--- config.mk ---
export PLATFORM = sky130hd
export DESIGN_NAME = ibex_rf_wb_arbiter
export DESIGN_NICKNAME = d
export VERILOG_FILES = /design/src/rtl/ibex_pkg.sv /design/src/rtl/ibex_rf_wb_sb.sv /design/src/rtl/ibex_rf_wb_arbiter.sv
export SDC_FILE = /design/constraint.sdc
export NUM_CORES = 1
export LEC_CHECK = 0
export ABC_AREA = 1
export ABC_CLOCK_PERIOD_IN_PS = 2100
export BUFFER_PORTS_ARGS = -buffer_cell sky130_fd_sc_hd__buf_2
export CAP_MARGIN = 10
export CORE_UTILIZATION = 45
export CTS_CLUSTER_DIAMETER = 30
export DETAILED_ROUTE_END_ITERATION = 8
export PLACE_DENSITY_LB_ADDON = 0.05
export SLEW_MARGIN = 20
export SYNTH_ARGS = -nofsm -noshare
export SYNTH_HDL_FRONTEND = slang
export SYNTH_SLANG_ARGS = --single-unit
--- constraint.sdc ---
create_clock -name clk_i -period 2.1 [get_ports clk_i]
set_clock_uncertainty 0.2 [all_clocks]
set_input_delay 0.105 -clock clk_i [delete_from_list [all_inputs] [get_ports clk_i]]
set_output_delay 0.105 -clock clk_i [all_outputs]
set_load 0.05 [all_outputs]
--- src/rtl/ibex_pkg.sv ---
// Shared ibex types used by the register-file writeback path.
// Holds the load scoreboard entry layout.
package ibex_pkg;

   typedef struct packed {
      logic [4:0]  rd;
      logic [31:0] data;
      logic        data_valid;
      logic        err;
   } rf_wb_sb_entry_t;

endpackage

--- src/rtl/ibex_rf_wb_sb.sv ---
// Load scoreboard: in-order storage, issue/fill/retire pointers, rd match.
// Ports: issue/rsp inputs, 3 query addrs; head entry, full, match vectors.
import ibex_pkg::*;

module ibex_rf_wb_sb #(
   parameter int unsigned MaxOutstanding = 2,
   parameter int unsigned PtrW           = $clog2(MaxOutstanding) + 1
) (
   input  logic                           clk_i,
   input  logic                           rst_ni,
   input  logic                           issue_i,
   input  logic [4:0]                     issue_rd_i,
   input  logic                           rsp_i,
   input  logic [31:0]                    rsp_data_i,
   input  logic                           rsp_err_i,
   input  logic [2:0][4:0]                q_addr_i,
   output rf_wb_sb_entry_t                head_o,
   output logic                           head_valid_o,
   output logic                           full_o,
   output logic                           spurious_o,
   output logic [2:0][MaxOutstanding-1:0] match_o
);

   localparam int unsigned IdxW = PtrW - 1;

   rf_wb_sb_entry_t           mem_q [MaxOutstanding];
   logic [PtrW-1:0]           iss_q, rsp_q, ret_q, used;
   logic [IdxW-1:0]           iss_idx, rsp_idx, ret_idx;
   logic [MaxOutstanding-1:0] alloc;
   logic                      rsp_ok;

   assign iss_idx = iss_q[IdxW-1:0];
   assign rsp_idx = rsp_q[IdxW-1:0];
   assign ret_idx = ret_q[IdxW-1:0];
   assign used    = iss_q - ret_q;

   assign full_o = (iss_idx == ret_idx) &&
                   (iss_q[PtrW-1] != ret_q[PtrW-1]);

   // Entries between ret and rsp have data and retire one per cycle.
   assign head_valid_o = (rsp_q != ret_q);
   assign head_o       = mem_q[ret_idx];

   // A response is only legal while some entry still awaits data.
   assign rsp_ok     = rsp_i && (rsp_q != iss_q);
   assign spurious_o = rsp_i && (rsp_q == iss_q);

   // Slot i is live if its distance from the retire slot is below used.
   always_comb begin
      alloc = '0;
      for (int i = 0; i < MaxOutstanding; i++) begin
         alloc[i] = {1'b0, IdxW'(IdxW'(i) - ret_idx)} < used;
      end
   end

   always_comb begin
      match_o = '0;
      for (int q = 0; q < 3; q++) begin
         for (int i = 0; i < MaxOutstanding; i++) begin
            match_o[q][i] = alloc[i] && (mem_q[i].rd == q_addr_i[q]);
         end
      end
   end

   always_ff @(posedge clk_i or negedge rst_ni) begin
      if (!rst_ni) begin
         iss_q <= '0;
         rsp_q <= '0;
         ret_q <= '0;
         for (int i = 0; i < MaxOutstanding; i++) begin
            mem_q[i] <= '0;
         end
      end else begin
         if (issue_i) begin
            mem_q[iss_idx].rd         <= issue_rd_i;
            mem_q[iss_idx].data_valid <= 1'b0;
            mem_q[iss_idx].err        <= 1'b0;
            iss_q                     <= iss_q + PtrW'(1);
         end
         if (rsp_ok) begin
            mem_q[rsp_idx].data       <= rsp_data_i;
            mem_q[rsp_idx].err        <= rsp_err_i;
            mem_q[rsp_idx].data_valid <= 1'b1;
            rsp_q                     <= rsp_q + PtrW'(1);
         end
         if (head_valid_o) begin
            ret_q <= ret_q + PtrW'(1);
         end
      end
   end

endmodule

--- src/rtl/ibex_rf_wb_arbiter.sv ---
// RF write-port arbiter: in-order load retire beats single-cycle EX writes.
// Ports: EX result, load issue/response, ID read hazards, RF write port.
import ibex_pkg::*;

module ibex_rf_wb_arbiter #(
   parameter bit          RV32E          = 1'b0,
   parameter int unsigned DataWidth      = 32,
   parameter int unsigned MaxOutstanding = 2
) (
   input  logic                 clk_i,
   input  logic                 rst_ni,
   input  logic                 ex_valid_i,
   input  logic [4:0]           ex_waddr_i,
   input  logic [DataWidth-1:0] ex_wdata_i,
   output logic                 ex_ready_o,
   input  logic                 ld_issue_i,
   input  logic [4:0]           ld_issue_waddr_i,
   output logic                 ld_issue_ready_o,
   input  logic                 lsu_rvalid_i,
   input  logic [DataWidth-1:0] lsu_rdata_i,
   input  logic                 lsu_err_i,
   input  logic [4:0]           raddr_a_i,
   input  logic [4:0]           raddr_b_i,
   output logic                 hazard_a_o,
   output logic                 hazard_b_o,
   output logic [4:0]           rf_waddr_o,
   output logic [DataWidth-1:0] rf_wdata_o,
   output logic                 rf_we_o,
   output logic                 spurious_rvalid_o
);

   localparam int unsigned RfWbPtrW = $clog2(MaxOutstanding) + 1;

   rf_wb_sb_entry_t                head;
   logic                           head_valid, full, issue_en;
   logic                           ld_retiring, waw, active_q;
   logic [2:0][MaxOutstanding-1:0] match;
   logic [4:0]                     waddr_q;
   logic [DataWidth-1:0]           wdata_q;

   // x0 and, on RV32E, x16..x31 are never written nor tracked.
   function automatic logic addr_ok(input logic [4:0] a);
      return (a != 5'd0) && !(RV32E && a[4]);
   endfunction

   assign ld_issue_ready_o = !full;
   assign issue_en         = ld_issue_i && !full;

   ibex_rf_wb_sb #(
      .MaxOutstanding (MaxOutstanding),
      .PtrW           (RfWbPtrW)
   ) u_sb (
      .clk_i        (clk_i),
      .rst_ni       (rst_ni),
      .issue_i      (issue_en),
      .issue_rd_i   (ld_issue_waddr_i),
      .rsp_i        (lsu_rvalid_i),
      .rsp_data_i   (32'(lsu_rdata_i)),
      .rsp_err_i    (lsu_err_i),
      .q_addr_i     ({ex_waddr_i, raddr_b_i, raddr_a_i}),
      .head_o       (head),
      .head_valid_o (head_valid),
      .full_o       (full),
      .spurious_o   (spurious_rvalid_o),
      .match_o      (match)
   );

   assign ld_retiring = head_valid && head.data_valid;

   // EX must not overtake an older load to the same register.
   assign waw = addr_ok(ex_waddr_i) && |match[2];

   assign hazard_a_o = addr_ok(raddr_a_i) && |match[0];
   assign hazard_b_o = addr_ok(raddr_b_i) && |match[1];

   assign ex_ready_o = active_q && ex_valid_i && !ld_retiring && !waw;

   always_comb begin
      rf_we_o    = 1'b0;
      rf_waddr_o = waddr_q;
      rf_wdata_o = wdata_q;
      unique case (1'b1)
         ld_retiring: begin
            rf_we_o    = !head.err && addr_ok(head.rd);
            rf_waddr_o = head.rd;
            rf_wdata_o = DataWidth'(head.data);
         end
         ex_ready_o: begin
            rf_we_o    = addr_ok(ex_waddr_i);
            rf_waddr_o = ex_waddr_i;
            rf_wdata_o = ex_wdata_i;
         end
         default: ;
      endcase
   end

   always_ff @(posedge clk_i or negedge rst_ni) begin
      if (!rst_ni) begin
         active_q <= 1'b0;
         waddr_q  <= '0;
         wdata_q  <= '0;
      end else begin
         active_q <= 1'b1;
         waddr_q  <= rf_waddr_o;
         wdata_q  <= rf_wdata_o;
      end
   end

   issue_when_full_a: assert property (
      @(posedge clk_i) disable iff (!rst_ni)
      !(ld_issue_i && full));

   rv32e_addr_a: assert property (
      @(posedge clk_i) disable iff (!rst_ni)
      !(RV32E && ((ld_issue_i && ld_issue_waddr_i[4]) ||
                  (ex_valid_i && ex_waddr_i[4]))));

endmodule

==> impl_metrics.py, run 1 <==
metrics = {
    "run_status": {
        "status": "finished, violations left",
        "violations": "negative setup slack",
    },
    "synthesis": {
        "synthArstFlopShare_pct": 100,
        "synth.avg_cell_area_um2": 7.95,
        "synth_enable_flop_cells": 0,
        "synthMostInstantiatedCell": "nand2_1",
        "syn_area_mm2": 0.00624,
        "yosysWarnings": 0,
        "yosys-top-cells-area": "dfrtp_1, nand2_1, o21ai_0",
        "synth_seq_area_share_pct": 48.9,
        "syn_inst": 785,
        "ys_types": 32,
        "ys_ff_latch": 122,
        "yosys.area.top_type": "dfrtp_1",
        "synthTopCellsByCount": "nand2_1, dfrtp_1, inv_1",
        "syn_nets": 878,
        "synth_flop_cell": "dfrtp_1",
        "synth_top_area_share_pct": 48.9,
    },
    "run": {
        "max_cap_viol_count": 0,
    },
    "clock_network": {
        "clock_latency_ns": 0.42,
        "cts_max_path_buffers": 2,
        "cts_tree": "yes",
        "htreeDepth": 4,
        "cts-buffers-inserted": 17,
        "root_buffer": "clkbuf_16",
        "clk_pin_slew_ns": 0.06,
        "cts.sinks": 122,
    },
    "final_layout": {
        "nets": 1146,
        "fillers": 858,
        "fin_area_mm2": 0.0104,
        "drive_gt1_share_pct": 41.7,
        "area_delta_synth_final_pct": 66.6,
        "num_antenna_cells": 0,
    },
    "worst_setup_path": {
        "cp_max_fo": 9,
        "arrival_ns": 2.54,
        "slowest_stage": "dfrtp_1",
        "slowest_delay_ns": 0.39,
        "end_kind": "primary output",
        "critPathBufInv": 5,
        "cp-start-kind": "flip-flop",
        "rr_worst_depth": 18,
        "worstSetupPathType": "flip-flop to primary output",
        "critPathRequiredTime_ns": 1.79,
        "path_depth": 16,
        "path_cells": "inv_2 > ha_4 > inv_2 > ha_4 > inv_2 > nand2_2 > nand2_2 > nor2_4 > nand3_2 > nand2_2 > nand2_4 > nand2_4 > bufbuf_16 > nand3_2 > nand2_4 > buf_8",
        "crit_family": "simple AND/OR/NAND/NOR gates",
    },
    "hold_path": {
        "hp-class": "primary input to async pin",
    },
    "drt": {
        "via_count": 6657,
        "wire_per_inst_um": 18.5,
        "drt-initial-drc-count": 765,
        "wl_um": 23000,
        "ant_nets": 0,
        "viasPerCell": 5.36,
        "drc": 0,
        "first_pass_iters": 5,
    },
    "sta": {
        "period_minus_slack_ns": 2.85,
        "tightest_slew_ns": 0.696,
        "min_period_over_period_pct": 136,
        "fmax_ghz": 0.351,
        "drv_slew": 0,
        "setup_ws_ns": -0.749,
        "whs_ns": 0.0624,
        "rsz0062_at_grt": "yes",
        "hold_viol_final": 0,
        "setup_violations": 78,
        "slew_headroom_pct": 53.4,
    },
    "grt": {
        "grt_max_degree": 68,
        "grt_usage_pct": 32.2,
        "antenna_found_initial": 0,
        "grt_overflow_total": 0,
        "grt_pass1_wl_um": 35000,
        "grt_pass1_vias": 6578,
    },
    "place": {
        "portBuffers": 132,
        "hpwl_um": 12900,
        "gp_congestion": 0.943,
        "placed_area_mm2": 0.00784,
    },
    "die": {
        "die_w_um": 120,
        "core_area_mm2": 0.0134,
        "io_pins": 133,
        "start_util_pct": 46.6,
        "die_h_um": 120,
        "die_area_mm2": 0.0143,
        "std_cell_rows": 42,
    },
}
-- worst reg2reg max path, cell delays in order, from the launching register on --
cell,delay (ns)
dfrtp_1,0.39
inv_2,0.08
ha_4,0.12
inv_2,0.04
ha_4,0.25
inv_2,0.03
nand2_2,0.06
nand2_2,0.07
nor2_4,0.09
nand3_2,0.08
nand2_2,0.10
nand2_4,0.07
buf_12,0.18
nand3_2,0.11
nand2_1,0.07
inv_2,0.09
nand2_4,0.06
buf_4,0.12
buf_4,0.12
-- cells by family (layout without fill, tap and decap cells) --
family,Yosys count,in the layout,share of synthesized area (%)
simple gates,361,361,25.2
buf+inv,150,431,10.9
compound gates,137,137,12.6
flops,122,122,48.9
xor+xnor,10,10,1.52
fa+ha+maj,3,3,0.602
other cells,1,1,0.0601
mux,1,1,0.160
-- path summary, 6_finish.rpt --
check                                                 from                    endpoint  slack (ns)
worst min-delay path                                rst_ni        waddr_q[0]$_DFF_PN0_        0.06
max in group asynchronous                           rst_ni  u_sb.mem_q[34]$_DFFE_PN0P_        0.54
min in group clk_i                     ld_issue_waddr_i[2]  u_sb.mem_q[36]$_DFFE_PN0P_        0.25
worst max-delay path             u_sb.iss_q[0]$_DFFE_PN0P_              rf_wdata_o[24]       -0.75
worst max register to register   u_sb.iss_q[0]$_DFFE_PN0P_       wdata_q[19]$_DFF_PN0_       -0.31
worst min register to register  u_sb.mem_q[16]$_DFFE_PN0P_  u_sb.mem_q[16]$_DFFE_PN0P_        0.28
-- registers in the layout, summed over array words and instances (netlist names) --
name,cells
active_q,1
u_sb.iss_q,2
u_sb.mem_q,78
u_sb.ret_q,2
u_sb.rsp_q,2
waddr_q,5
wdata_q,32
-- layout by cell type, fill, tap and decap left out, drive strengths merged, types with 2 or more instances in the layout --
cell type    instances
nand2              219
or2                 33
o22ai                6
a221oi               2
clkinvlp             2
nor3                 2
a21oi                8
ha                   3
nand3               86
nor2                16
nor4                 2
nand4                2
clkbuf              28
clkinv               4
dfrtp              122
o211ai              32
dlygate4sd3         79
o21ai               89
buf                207
bufinv               5
inv                105
xor2                 9
-- metrics by stage --
stage | TNS, ns | util (%) | std cells | setup slack [ns]
6_report | -32.81 | 77.6 | 1242 | -0.749
5_1_grt | -42.05 | 77.6 | 1242 | -0.872
4_1_cts | -66.81 | 75.8 | 1238 | -0.747
3_5_place_dp | -20.03 | 58.5 | 1108 | -0.434
3_3_place_gp | -15.01 | 58.5 | 1108 | -0.356
2_1_floorplan | -5.72 | - | 785 | -0.238
-- layout make-up --
class / count / area [µm²] / share of cell area [%]
clock buffers: 23 / 498 / 4.79
clock inverters: 9 / 184 / 1.77
inverters: 107 / 410 / 3.95
multi-input cells: 513 / 3240 / 31.2
flip-flops and latches: 122 / 3050 / 29.4
well taps: 176 / 220 / 2.12
repair buffers: 292 / 2780 / 26.8
-- layer usage --
layer | vias up | wire (µm) | GRT usage (%)
li1 | 3065 | - | -
met1 | 3217 | 9870 | 45.2
met2 | 326 | 10900 | 48.8
met3 | 49 | 1600 | 6.42
met4 | 0 | 659 | 13.4
met5 | - | 0 | 0
-- what timing repair did --
action                                 4_1_cts  5_1_grt
setup endpoints to repair                   78      149
hold buffers                                79        0
pin swaps                                   19       15
cloned                                       4        6
resized for setup                          179       45
endpoints found under the hold margin      240        0
setup buffers                               17        4
Power of run 1 is left out: the tool's default activity adds up to more than one toggle a clock period on the data nets, which glitch-free logic cannot reach.
==> inputs of run 2 (changes only) <==
--- a/config.mk
+++ b/config.mk
@@ -5,10 +5,10 @@
 export SDC_FILE = /design/constraint.sdc
 export NUM_CORES = 1
 export LEC_CHECK = 0
-export ABC_AREA = 1
 export ABC_CLOCK_PERIOD_IN_PS = 2100
 export BUFFER_PORTS_ARGS = -buffer_cell sky130_fd_sc_hd__buf_2
 export CAP_MARGIN = 10
+export CORE_ASPECT_RATIO = 0.6
 export CORE_UTILIZATION = 45
 export CTS_CLUSTER_DIAMETER = 30
 export DETAILED_ROUTE_END_ITERATION = 8
==> run 2 against run 1 <==
The run still ends with negative setup slack left. Fmax shrank 1.4%. Flip-flop and latch count unchanged. Worst setup slack got worse by 0.040 ns. First-iteration DRC count shrank 73%. Clock-buffer cell count decreased by 5. Via count shrank 24%. Design area decreased by 8.2%. Non-clock buffer count fell by 20. Worst hold slack worse by 0.012 ns. Sequential share of layout area rose by 2.6 points. Area after synthesis down 5.7%. Register-to-register slack better by 0.08 ns.
==> impl_metrics.py, run 2 <==
metrics = {
    "die": {
        "die_area_mm2": 0.0136,
        "start_util_pct": 47.4,
        "io_pins": 133,
        "core_area_mm2": 0.0124,
        "die_w_um": 150,
        "die_h_um": 90.6,
        "std_cell_rows": 31,
    },
    "synthesis": {
        "synth_top_area_share_pct": 51.9,
        "synth_enable_flop_cells": 0,
        "syn_nets": 578,
        "synth.avg_cell_area_um2": 12.1,
        "ys_ff_latch": 122,
        "synth_flop_cell": "dfrtp_1",
        "ys_types": 42,
        "synthArstFlopShare_pct": 100,
        "syn_inst": 485,
        "synthMostInstantiatedCell": "dfrtp_1",
        "yosysWarnings": 0,
        "syn_area_mm2": 0.00588,
        "synthTopCellsByCount": "dfrtp_1, mux2_2, a31oi_1",
        "yosys-top-cells-area": "dfrtp_1, mux2_2, mux2i_1",
        "synth_seq_area_share_pct": 51.9,
        "yosys.area.top_type": "dfrtp_1",
    },
    "sta": {
        "hold_viol_final": 0,
        "min_period_over_period_pct": 138,
        "slew_headroom_pct": 54.8,
        "tightest_slew_ns": 0.678,
        "fmax_ghz": 0.346,
        "setup_violations": 78,
        "rsz0062_at_grt": "yes",
        "drv_slew": 0,
        "setup_ws_ns": -0.789,
        "period_minus_slack_ns": 2.89,
    },
    "worst_setup_path": {
        "slowest_stage": "dfrtp_1",
        "worstSetupPathType": "flip-flop to primary output",
        "cp_max_fo": 19,
        "arrival_ns": 2.58,
        "end_kind": "primary output",
        "path_cells": "xnor2_2 > ha_1 > nand2b_4 > o311a_2 > buf_12 > a31oi_4 > a22oi_2 > buf_6",
        "cp-start-kind": "flip-flop",
        "critPathRequiredTime_ns": 1.79,
        "slowest_delay_ns": 0.43,
    },
    "final_layout": {
        "final_common_cell": "dfrtp_1",
        "largest_reg_flops": 78,
        "regMostFlops": "u_sb.mem_q",
        "nets": 834,
        "area_delta_synth_final_pct": 62.2,
        "layout_common_cells": "dfrtp_1, buf_2, dlygate4sd3_1",
        "drive_gt1_share_pct": 54.0,
        "largestRegisters": "u_sb.mem_q: 78 flops, wdata_q: 32 flops, waddr_q: 5 flops",
        "fin_cells": 920,
    },
    "drt": {
        "viasPerCell": 5.50,
        "via_count": 5060,
        "first_pass_iters": 4,
        "drt-initial-drc-count": 205,
        "wire_per_inst_um": 19.1,
        "wl_um": 17600,
        "ant_nets": 0,
        "drc": 0,
    },
    "place": {
        "portBuffers": 132,
        "gp_congestion": 0.855,
        "dp_cells": 807,
        "hpwl_um": 11100,
    },
    "run_status": {
        "violations": "negative setup slack",
        "status": "finished, violations left",
    },
    "hold_path": {
        "hp-class": "primary input to flip-flop",
    },
    "grt": {
        "grt_overflow_total": 0,
        "grt_usage_pct": 27.3,
        "grt_pass1_wl_um": 28000,
        "grt_max_degree": 123,
        "grt_pass1_vias": 5357,
        "antenna_found_initial": 1,
    },
    "clock_network": {
        "cts-buffers-inserted": 17,
        "cts.sinks": 122,
        "clk_pin_slew_ns": 0.06,
        "clock_latency_ns": 0.41,
        "root_buffer": "clkbuf_16",
        "cts_tree": "yes",
        "cts_max_path_buffers": 2,
        "htreeDepth": 4,
    },
    "run": {
        "max_cap_viol_count": 0,
    },
}
## run 2: cell type report
| cell class | instances | area [µm²] |
|---|---|---|
| Fill cell | 779 | 2870 |
| Timing Repair Buffer | 272 | 2350 |
| Sequential cell | 122 | 3050 |
| Clock buffer | 18 | 439 |
| Multi-Input combinational cell | 322 | 3280 |
| Clock inverter | 14 | 186 |
| Tap cell | 165 | 206 |
| Inverter | 6 | 22.5 |
| Antenna cell | 1 | 2.50 |
## run 2: metal layers
metal	global-route usage (%)	routed length, µm
met5	0	0
met4	8.50	284
met3	6.16	995
met2	43.9	8350
met1	36.6	7970
## run 2: kinds of logic after synthesis
kind of cell	after synthesis	synth area share, %
AOI/OAI and AO/OA	131	14.2
xor gates and xnor gates	37	5.51
adders and majority gates	3	0.638
buffers and inverters	41	3.49
DFF	122	51.9
muxes	112	20.6
other	1	0.0637
and+or+nand+nor	38	3.57
## run 2: critical path, delay by kind of cell, from the launching register on
family	cells	cell delay, ns
XOR/XNOR	1	0.17
flip-flops	1	0.43
buffers and inverters	2	0.35
AND/OR/NAND/NOR	1	0.17
AO/OA/AOI/OAI	3	0.76
adder cells (fa/ha/maj)	1	0.25
## run 2: repair_timing
| item | in CTS | in global routing |
|---|---|---|
| hold buffers | 76 | 0 |
| pin swaps | 1 | 0 |
| gates resized for setup | 114 | 16 |
| buffers inserted | 2 | 1 |
| endpoints found under the hold margin | 235 | 0 |
| setup endpoints to repair | 78 | 79 |
| cloned | 0 | 1 |
## run 2: per-stage QoR
| stage | setup WS, ns | TNS [ns] | area (µm²) | utilization (%) | hold WS, ns |
|---|---|---|---|---|---|
| floorplan | -0.583 | -41.40 | 6240 | - | -0.391 |
| global placement | -0.378 | -19.42 | 7500 | 60.4 | 0.0455 |
| detailed placement | -0.423 | -21.43 | 7500 | 60.4 | 0.0561 |
| CTS | -0.781 | -37.21 | 9390 | 75.7 | 0.0336 |
| global route | -0.888 | -44.39 | 9540 | 76.9 | 0.0634 |
| finish | -0.789 | -37.26 | 9540 | 76.9 | 0.0503 |
## run 2: final timing paths
path,from,endpoint,slack (ns),cells after the start
max in group asynchronous,rst_ni,u_sb.ret_q[0]$_DFFE_PN0P_,1.07,3
max,u_sb.ret_q[1]$_DFFE_PN0P_,rf_wdata_o[7],-0.79,8
min in group asynchronous,rst_ni,u_sb.mem_q[71]$_DFFE_PN0P_,0.09,3
max reg2reg,u_sb.ret_q[1]$_DFFE_PN0P_,wdata_q[7]$_DFF_PN0_,-0.23,7
min reg2reg,u_sb.mem_q[1]$_DFF_PN0_,u_sb.mem_q[1]$_DFF_PN0_,0.30,1
min,ex_waddr_i[1],waddr_q[1]$_DFF_PN0_,0.05,4
Power of run 2 is left out for the same reason.
